==> config.mk <==
export PLATFORM = sky130hd
export DESIGN_NAME = pipeline_ctrl
export DESIGN_NICKNAME = d
export VERILOG_FILES = /design/src/rtl/pipeline_ctrl.sv
export SDC_FILE = /design/constraint.sdc
export NUM_CORES = 1
export LEC_CHECK = 0
export ABC_AREA = 0
export BUFFER_PORTS_ARGS = -buffer_cell sky130_fd_sc_hd__buf_2
export CAP_MARGIN = 20
export CORE_ASPECT_RATIO = 1.4
export CORE_UTILIZATION = 37
export DETAILED_ROUTE_END_ITERATION = 6
export PLACE_DENSITY_LB_ADDON = 0.25
export SETUP_SLACK_MARGIN = 0.1
export SKIP_CTS_REPAIR_TIMING = 1
export SLEW_MARGIN = 20
export SYNTH_ARGS = -nofsm -noshare
export SYNTH_HDL_FRONTEND = slang
export SYNTH_SLANG_ARGS = --single-unit
export TNS_END_PERCENT = 50
==> constraint.sdc <==
create_clock -name clk -period 4.7 [get_ports clk]
set_input_delay 0.705 -clock clk [delete_from_list [all_inputs] [get_ports clk]]
set_output_delay 0.705 -clock clk [all_outputs]
set_load 0.01 [all_outputs]
==> src/rtl/pipeline_ctrl.sv <==
// Sequencing controller for the 5-stage pipeline: merges stalls, redirects, traps and
// fence.i into per-stage enables/flushes, PC redirect select and stall/flush counters.
module pipeline_ctrl #(
   parameter int CNT_W = 32
) (
   input  logic             clk,
   input  logic             rst,
   input  logic             ifu_valid,
   input  logic             ifu_busy,
   input  logic             if_id_stall,
   input  logic             ex_mdu_busy,
   input  logic             mem_lsu_busy,
   input  logic             ex_redirect,
   input  logic             mem_trap,
   input  logic             mem_fencei,
   input  logic             icache_flush_done,
   output logic             pc_en,
   output logic             if_id_en,
   output logic             id_ex_en,
   output logic             ex_mem_en,
   output logic             mem_wb_en,
   output logic             if_id_flush,
   output logic             id_ex_flush,
   output logic             ex_mem_flush,
   output logic             mem_wb_flush,
   output logic             redirect_valid,
   output logic [1:0]       redirect_src,
   output logic             icache_flush_req,
   output logic             ifu_discard,
   output logic [CNT_W-1:0] stall_cnt,
   output logic [CNT_W-1:0] flush_cnt
);

   typedef enum logic [1:0] {RUN, SQUASH, FENCE_WAIT} state_t;

   localparam logic [1:0] SRC_NONE   = 2'b00;
   localparam logic [1:0] SRC_BRANCH = 2'b01;
   localparam logic [1:0] SRC_TRAP   = 2'b10;
   localparam logic [1:0] SRC_FENCE  = 2'b11;
   localparam logic [CNT_W-1:0] CNT_ONE = CNT_W'(1);

   state_t           state_p0, state_nxt;
   logic [CNT_W-1:0] stall_cnt_p0, flush_cnt_p0;
   logic             trap_acc, fence_acc, br_acc;
   logic             fetch_pending;

   assign trap_acc      = mem_trap & ~mem_lsu_busy;
   assign fence_acc     = mem_fencei & ~mem_lsu_busy & ~mem_trap;
   assign br_acc        = ex_redirect & ~ex_mdu_busy & ~mem_lsu_busy & ~mem_trap & ~mem_fencei;
   assign fetch_pending = ifu_busy & ~ifu_valid;

   always_comb begin
      pc_en            = 1'b1;
      if_id_en         = 1'b1;
      id_ex_en         = 1'b1;
      ex_mem_en        = 1'b1;
      mem_wb_en        = 1'b1;
      if_id_flush      = 1'b0;
      id_ex_flush      = 1'b0;
      ex_mem_flush     = 1'b0;
      mem_wb_flush     = 1'b0;
      redirect_valid   = 1'b0;
      redirect_src     = SRC_NONE;
      icache_flush_req = 1'b0;
      ifu_discard      = 1'b0;
      state_nxt        = state_p0;

      if (rst) begin
         pc_en        = 1'b0;
         if_id_en     = 1'b0;
         id_ex_en     = 1'b0;
         ex_mem_en    = 1'b0;
         mem_wb_en    = 1'b0;
         if_id_flush  = 1'b1;
         id_ex_flush  = 1'b1;
         ex_mem_flush = 1'b1;
         mem_wb_flush = 1'b1;
         state_nxt    = RUN;
      end else if (state_p0 == FENCE_WAIT) begin
         // Pipeline drains to bubbles; branch/trap inputs are ignored here.
         pc_en            = 1'b0;
         if_id_flush      = 1'b1;
         id_ex_flush      = 1'b1;
         ex_mem_flush     = 1'b1;
         mem_wb_flush     = 1'b1;
         icache_flush_req = ~ifu_busy;
         ifu_discard      = ifu_valid;
         if (icache_flush_done) begin
            redirect_valid = 1'b1;
            redirect_src   = SRC_FENCE;
            pc_en          = 1'b1;
            state_nxt      = fetch_pending ? SQUASH : RUN;
         end
      end else if (trap_acc) begin
         redirect_valid = 1'b1;
         redirect_src   = SRC_TRAP;
         if_id_flush    = 1'b1;
         id_ex_flush    = 1'b1;
         ex_mem_flush   = 1'b1;
         mem_wb_flush   = 1'b1;
         ifu_discard    = ifu_valid;
         state_nxt      = (state_p0 == SQUASH || fetch_pending) ? SQUASH : RUN;
      end else if (fence_acc) begin
         pc_en        = 1'b0;
         if_id_flush  = 1'b1;
         id_ex_flush  = 1'b1;
         ex_mem_flush = 1'b1;
         ifu_discard  = (state_p0 == SQUASH) & ifu_valid;
         state_nxt    = FENCE_WAIT;
      end else if (br_acc) begin
         redirect_valid = 1'b1;
         redirect_src   = SRC_BRANCH;
         if_id_flush    = 1'b1;
         id_ex_flush    = 1'b1;
         ifu_discard    = ifu_valid;
         state_nxt      = (state_p0 == SQUASH || fetch_pending) ? SQUASH : RUN;
      end else begin
         if (mem_lsu_busy) begin
            pc_en        = 1'b0;
            if_id_en     = 1'b0;
            id_ex_en     = 1'b0;
            ex_mem_en    = 1'b0;
            mem_wb_flush = 1'b1;
         end else if (ex_mdu_busy) begin
            pc_en        = 1'b0;
            if_id_en     = 1'b0;
            id_ex_en     = 1'b0;
            ex_mem_flush = 1'b1;
         end else if (if_id_stall) begin
            pc_en       = 1'b0;
            if_id_en    = 1'b0;
            id_ex_flush = 1'b1;
         end else if (!ifu_valid) begin
            pc_en       = 1'b0;
            if_id_flush = 1'b1;
         end
         // Squash bubbles IF/ID only when it advances; a frozen IF/ID holds a live instruction.
         if (state_p0 == SQUASH) begin
            pc_en       = 1'b0;
            if_id_flush = if_id_en;
            ifu_discard = ifu_valid;
            if (ifu_valid)
               state_nxt = RUN;
         end
      end
   end

   // Stage p0: controller state and performance counters
   always_ff @(posedge clk) begin
      if (rst) begin
         state_p0     <= RUN;
         stall_cnt_p0 <= '0;
         flush_cnt_p0 <= '0;
      end else begin
         state_p0 <= state_nxt;
         if (!pc_en)
            stall_cnt_p0 <= stall_cnt_p0 + CNT_ONE;
         if (redirect_valid)
            flush_cnt_p0 <= flush_cnt_p0 + CNT_ONE;
      end
   end

   assign stall_cnt = stall_cnt_p0;
   assign flush_cnt = flush_cnt_p0;

endmodule

==> results of run 1 <==
critical path: cells and delay by family:
family | cells | cell delay, ns
compound gates | 1 | 0.56
buf+inv | 2 | 0.39
simple gates | 1 | 0.57
layout make-up:
class | count | share of cell area
multi-input combinational | 332 | 0.483
timing repair buffer | 91 | 0.107
sequential | 66 | 0.304
clock inverter | 1 | 0.00115
inverter | 7 | 0.00605
tap | 107 | 0.0308
clock buffer | 15 | 0.0685
metal layers:
| layer | vias up | GRT usage | share of wire |
|---|---|---|---|
| met4 | 0 | 0.0869 | 0.020 |
| met3 | 13 | 0.0281 | 0.035 |
| met5 | - | 0 | 0 |
| met2 | 89 | 0.336 | 0.51 |
| li1 | 1782 | - | - |
| met1 | 1698 | 0.229 | 0.44 |
cell families after synthesis:
| kind of cell | count (synthesis) | synth area share |
|---|---|---|
| AOI/OAI and AO/OA | 82 | 0.149 |
| xor gates and xnor gates | 26 | 0.0642 |
| adders and majority gates | 2 | 0.00705 |
| buffers and inverters | 35 | 0.0395 |
| DFF | 66 | 0.372 |
| muxes | 7 | 0.0215 |
| and+or+nand+nor | 215 | 0.346 |
layout by cell type, fill, tap and decap left out, types with 17 or more instances in the layout:
cell	n
o31ai_1	23
xnor2_1	17
a21oi_1	35
buf_2	88
nand3_1	19
dfxtp_1	66
nor2_1	42
or4_1	26
nand2_1	25
nand4_1	25
per-stage QoR:
step           utilization  cell area (µm²)
2_1_floorplan            -             3550
3_3_place_gp         0.440             4040
3_5_place_dp         0.440             4040
4_1_cts              0.473             4350
5_1_grt              0.473             4350
6_report             0.473             4350
where the power goes:
group / switching (µW) / internal (µW) / leakage, µW
logic: 70.0 / 35.2 / 0.000927
clock network: 239 / 428 / 0.000152
registers: 10.1 / 567 / 0.000532
worst max-delay path by stage:
| stage | from | to |
|---|---|---|
| floorplan | mem_lsu_busy | pc_en |
| detailed placement | mem_lsu_busy | redirect_valid |
| CTS | mem_lsu_busy | redirect_valid |
| finish | mem_lsu_busy | redirect_valid |
| global placement | mem_lsu_busy | redirect_valid |
| global route | mem_lsu_busy | redirect_valid |
state kept, by name, indices dropped and copies added, names as in the netlist:
signal,count
flush_cnt,32
stall_cnt,32
state_p0,2
==> impl_metrics.ini, run 1 <==
[place]
placed_cells = 603
hpwl_mm = 6.49
dpl_worst_slack_ns = 1.80
gp_congestion = 0.799
io_buffers = 88

[global_routing]
grt_pass1_wl_mm = 15.5
grt.total_usage = 0.192
grt_overflow = 0
antenna_found_initial = 0
grt_max_degree = 77
grt_pass1_vias = 3243

[cells_and_area]
multi_input_area_um2 = 2100
antennaDiodeCount = 0
layout-drive-gt1-share = 0.227
syn_to_final_growth_pct = 22.5
fin_nets = 520
area.sequential_um2 = 1320
fillers = 902
fin_cells = 619

[routing]
post_drt_wl_per_cell_um = 15.3
drt-initial-drc-count = 102
ant_nets = 0
vias = 3582
drt_wl_total_mm = 9.48
dr.pass1.iters = 7
drc = 7
via_per_inst = 5.79

[min_path]
min-delay-start = stall_cnt[25]
holdPathStages = 2
holdPathEnd = stall_cnt[25]
worst_hold_path_type = reg2reg

[floorplanning]
ios = 89
coreArea_um2 = 9180
die_area_um2 = 9990
fp.dieH_um = 118
die_w_um = 84.8
start_util = 0.386
rows = 41

[sta]
fin_tns_setup_ns = 0
clock_skew_ns = 0.00448
worst_slew_pin_slew_ns = 0.956
slew_headroom = 0.361
min_period_ns = 2.93
finalMaxSlewViolations = 0
fin_crit_sh = 0.624
setup_slack_ns = 1.77
rsz0062_at_grt = no
setup-violations-final = 0
hold_viol = 0
max_freq_mhz = 341
hold_slack_ns = 0.490

[job]
max_cap_viol_count = 0

[clock_network]
cts_made_buffers = 9
clk_pin_slew_worst_paths_ns = 0.05
clk_latency_ns = 0.33
cts_tree = yes
cts.sinks = 66
cts_buffer_depth = 2
cts-htree-levels = 3
cts_root_buf = clkbuf_16

[critical_path]
start_kind = primary input
crit_fanout = 12
critPathSlowestCell = or4b_4
critPathCaptureType = primary output
arrival_ns = 2.23
crit_top_cell = buf_2
reg2reg_slack_ns = 2.15
timing.rr.end = stall_cnt[31]
cp.required_ns = 3.99
critPathKind = in2out
crit_path_cell_trace = buf_2 > or4b_4 > a311oi_4 > buf_2
cp_slowest_stage_delay_ns = 0.57
r2r-start = stall_cnt[15]
reg2reg_depth = 5

[logic_synthesis]
netlist_area_um2 = 3550
syn_inst = 433
synth_area_leaders = dfxtp_1 37%, or4_1 5.5%, a21oi_1 5.1%
synth-seq-area-share = 0.372
synth_top_area_cell = dfxtp_1
synth_top_area_share = 0.372
async_reset_ff_frac = 0
yosysWarningCount = 0
syn_avg_cell_area_um2 = 8.19
ys_seq_elements = 66
yosysMostFrequentCell = dfxtp_1
yosysUniqueCellTypes = 43
synth_edf_count = 0
synth_nets = 446
synthFlopType = dfxtp_1
synth_common_cells = 66 x dfxtp_1, 42 x nor2_1, 36 x a21oi_1

[power]
power_uw = 1350
leakage_uw = 0.00161
pwr_density_cell_nw_per_um2 = 311
peakVddDrop_uv = 173

[status]
violations = design-rule violations
status = complete, but fails checks
Note: power is estimated with default switching activity, not from simulation.
==> run 2: changes to the inputs <==
==> constraint.sdc (replaced) <==
create_clock -name clk -period 3 [get_ports clk]
set_input_delay 0.45 -clock clk [delete_from_list [all_inputs] [get_ports clk]]
set_output_delay 0.45 -clock clk [all_outputs]
set_load 0.01 [all_outputs]
==> run 2 against run 1 <==
Effect of this change: the flow still finishes with violations (design-rule violations); design area increased by 0.35%; core utilization rose by 0.16 points; via count up 0.42%; critical endpoint unchanged; highest routed layer unchanged; first-iteration DRC count shrank 4.9%; register-to-register slack got worse by 1.5 ns; clock skew about the same; clock power increased by 41%; sequential share of layout area fell by 0.10 points; total power increased by 49%; combinational power grew 64%.
==> impl_metrics.ini, run 2 (synthesized netlist as in run 1, its figures left out) <==
[status]
status = complete, but fails checks
violations = design-rule violations

[power]
pwr_density_cell_nw_per_um2 = 462
leakage_uw = 0.00162
peakVddDrop_uv = 291

[critical_path]
crit_buf_inv = 2
cp.required_ns = 2.55
crit_fanout = 12
critPathKind = in2out
critPathSlowestCell = or4b_4
critPathTopFamily = simple AND/OR/NAND/NOR gates
crit_path_cell_trace = buf_2 > or4b_4 > a311oi_4 > buf_2
start_kind = primary input
arrival_ns = 1.97
crit_top_cell = buf_2
critPathCaptureType = primary output
cp_slowest_stage_delay_ns = 0.57

[place]
gp_congestion = 0.799
io_buffers = 88
hpwl_mm = 6.76

[sta]
worst_slew_pin_slew_ns = 0.702
rsz0062_at_grt = no
slew_headroom = 0.528
setup-violations-final = 0
clock_skew_ns = 0.00457
min_period_ns = 2.42
fin_tns_setup_ns = 0
max_freq_mhz = 413
fin_crit_sh = 0.808
finalMaxSlewViolations = 0
hold_slack_ns = 0.371
hold_viol = 0

[clock_network]
cts_buffer_depth = 2
cts_made_buffers = 9
cts.sinks = 66
clk_latency_ns = 0.33
cts-htree-levels = 3
cts_tree = yes
clk_pin_slew_worst_paths_ns = 0.05
cts_root_buf = clkbuf_16

[floorplanning]
ios = 89
start_util = 0.386
rows = 41
die_w_um = 84.8
fp.dieH_um = 118
coreArea_um2 = 9180
die_area_um2 = 9990

[routing]
drc = 7
drt-initial-drc-count = 97
via_per_inst = 5.78
vias = 3597
ant_nets = 0
post_drt_wl_per_cell_um = 15.5
dr.pass1.iters = 7
drt_wl_total_mm = 9.63

[global_routing]
grt.total_usage = 0.199
grt_max_degree = 62
grt_overflow = 0
grt_pass1_wl_mm = 16.2
antenna_found_initial = 0
grt_pass1_vias = 3322

[min_path]
worst_hold_path_type = in2reg

[job]
max_cap_viol_count = 0

[cells_and_area]
area.sequential_um2 = 1320
fillers = 898
layout-drive-gt1-share = 0.229
syn_to_final_growth_pct = 22.9
mostFrequentLayoutCells = 88 x buf_2, 66 x dfxtp_1, 42 x nor2_1
mostFrequentLayoutCell = buf_2
antennaDiodeCount = 0
multi_input_area_um2 = 2100
fin_nets = 526
==> run 2: cell count changes in the layout (fill, tap and decap cells not counted) <==
cell,before,now
buf_4,3,8
clkbuf_8,5,2
buf_12,0,1
clkbuf_1,1,2
clkinv_2,1,0
==> run 2: per-layer routing <==
metal,wire (µm),GRT usage
met5,0,0
met2,4880,0.346
met3,371,0.0323
met4,154,0.0816
met1,4220,0.240
==> run 2: final timing paths <==
kind,start,to,slack [ns],cells after the start
min,icache_flush_done,state_p0[1],0.37,2
min reg2reg,stall_cnt[16],stall_cnt[16],0.48,2
max reg2reg,state_p0[1],flush_cnt[30],0.60,5
max,mem_lsu_busy,redirect_valid,0.58,4
==> run 2: final cells by class <==
class                      instances  share of cell area
multi-input combinational        332               0.481
timing repair buffer              97               0.119
inverter                           7             0.00603
sequential                        66               0.303
clock buffer                      13              0.0597
tap                              107              0.0307
==> run 2: per-stage QoR <==
step	power (µW)	setup slack [ns]	instances	utilization	area [µm²]
6_report	2020	0.576	622	0.475	4360
5_1_grt	2100	0.398	622	0.475	4360
2_1_floorplan	1030	0.618	433	-	3550
3_3_place_gp	1090	0.437	609	0.447	4100
4_1_cts	2040	0.574	622	0.475	4360
3_5_place_dp	1100	0.416	609	0.447	4100
==> run 2: power by group <==
part / internal [µW] / switching (µW) / total (µW)
logic: 60.7 / 111 / 172
clock network: 590 / 349 / 939
registers: 889 / 15.7 / 905
total: 1540 / 476 / 2020
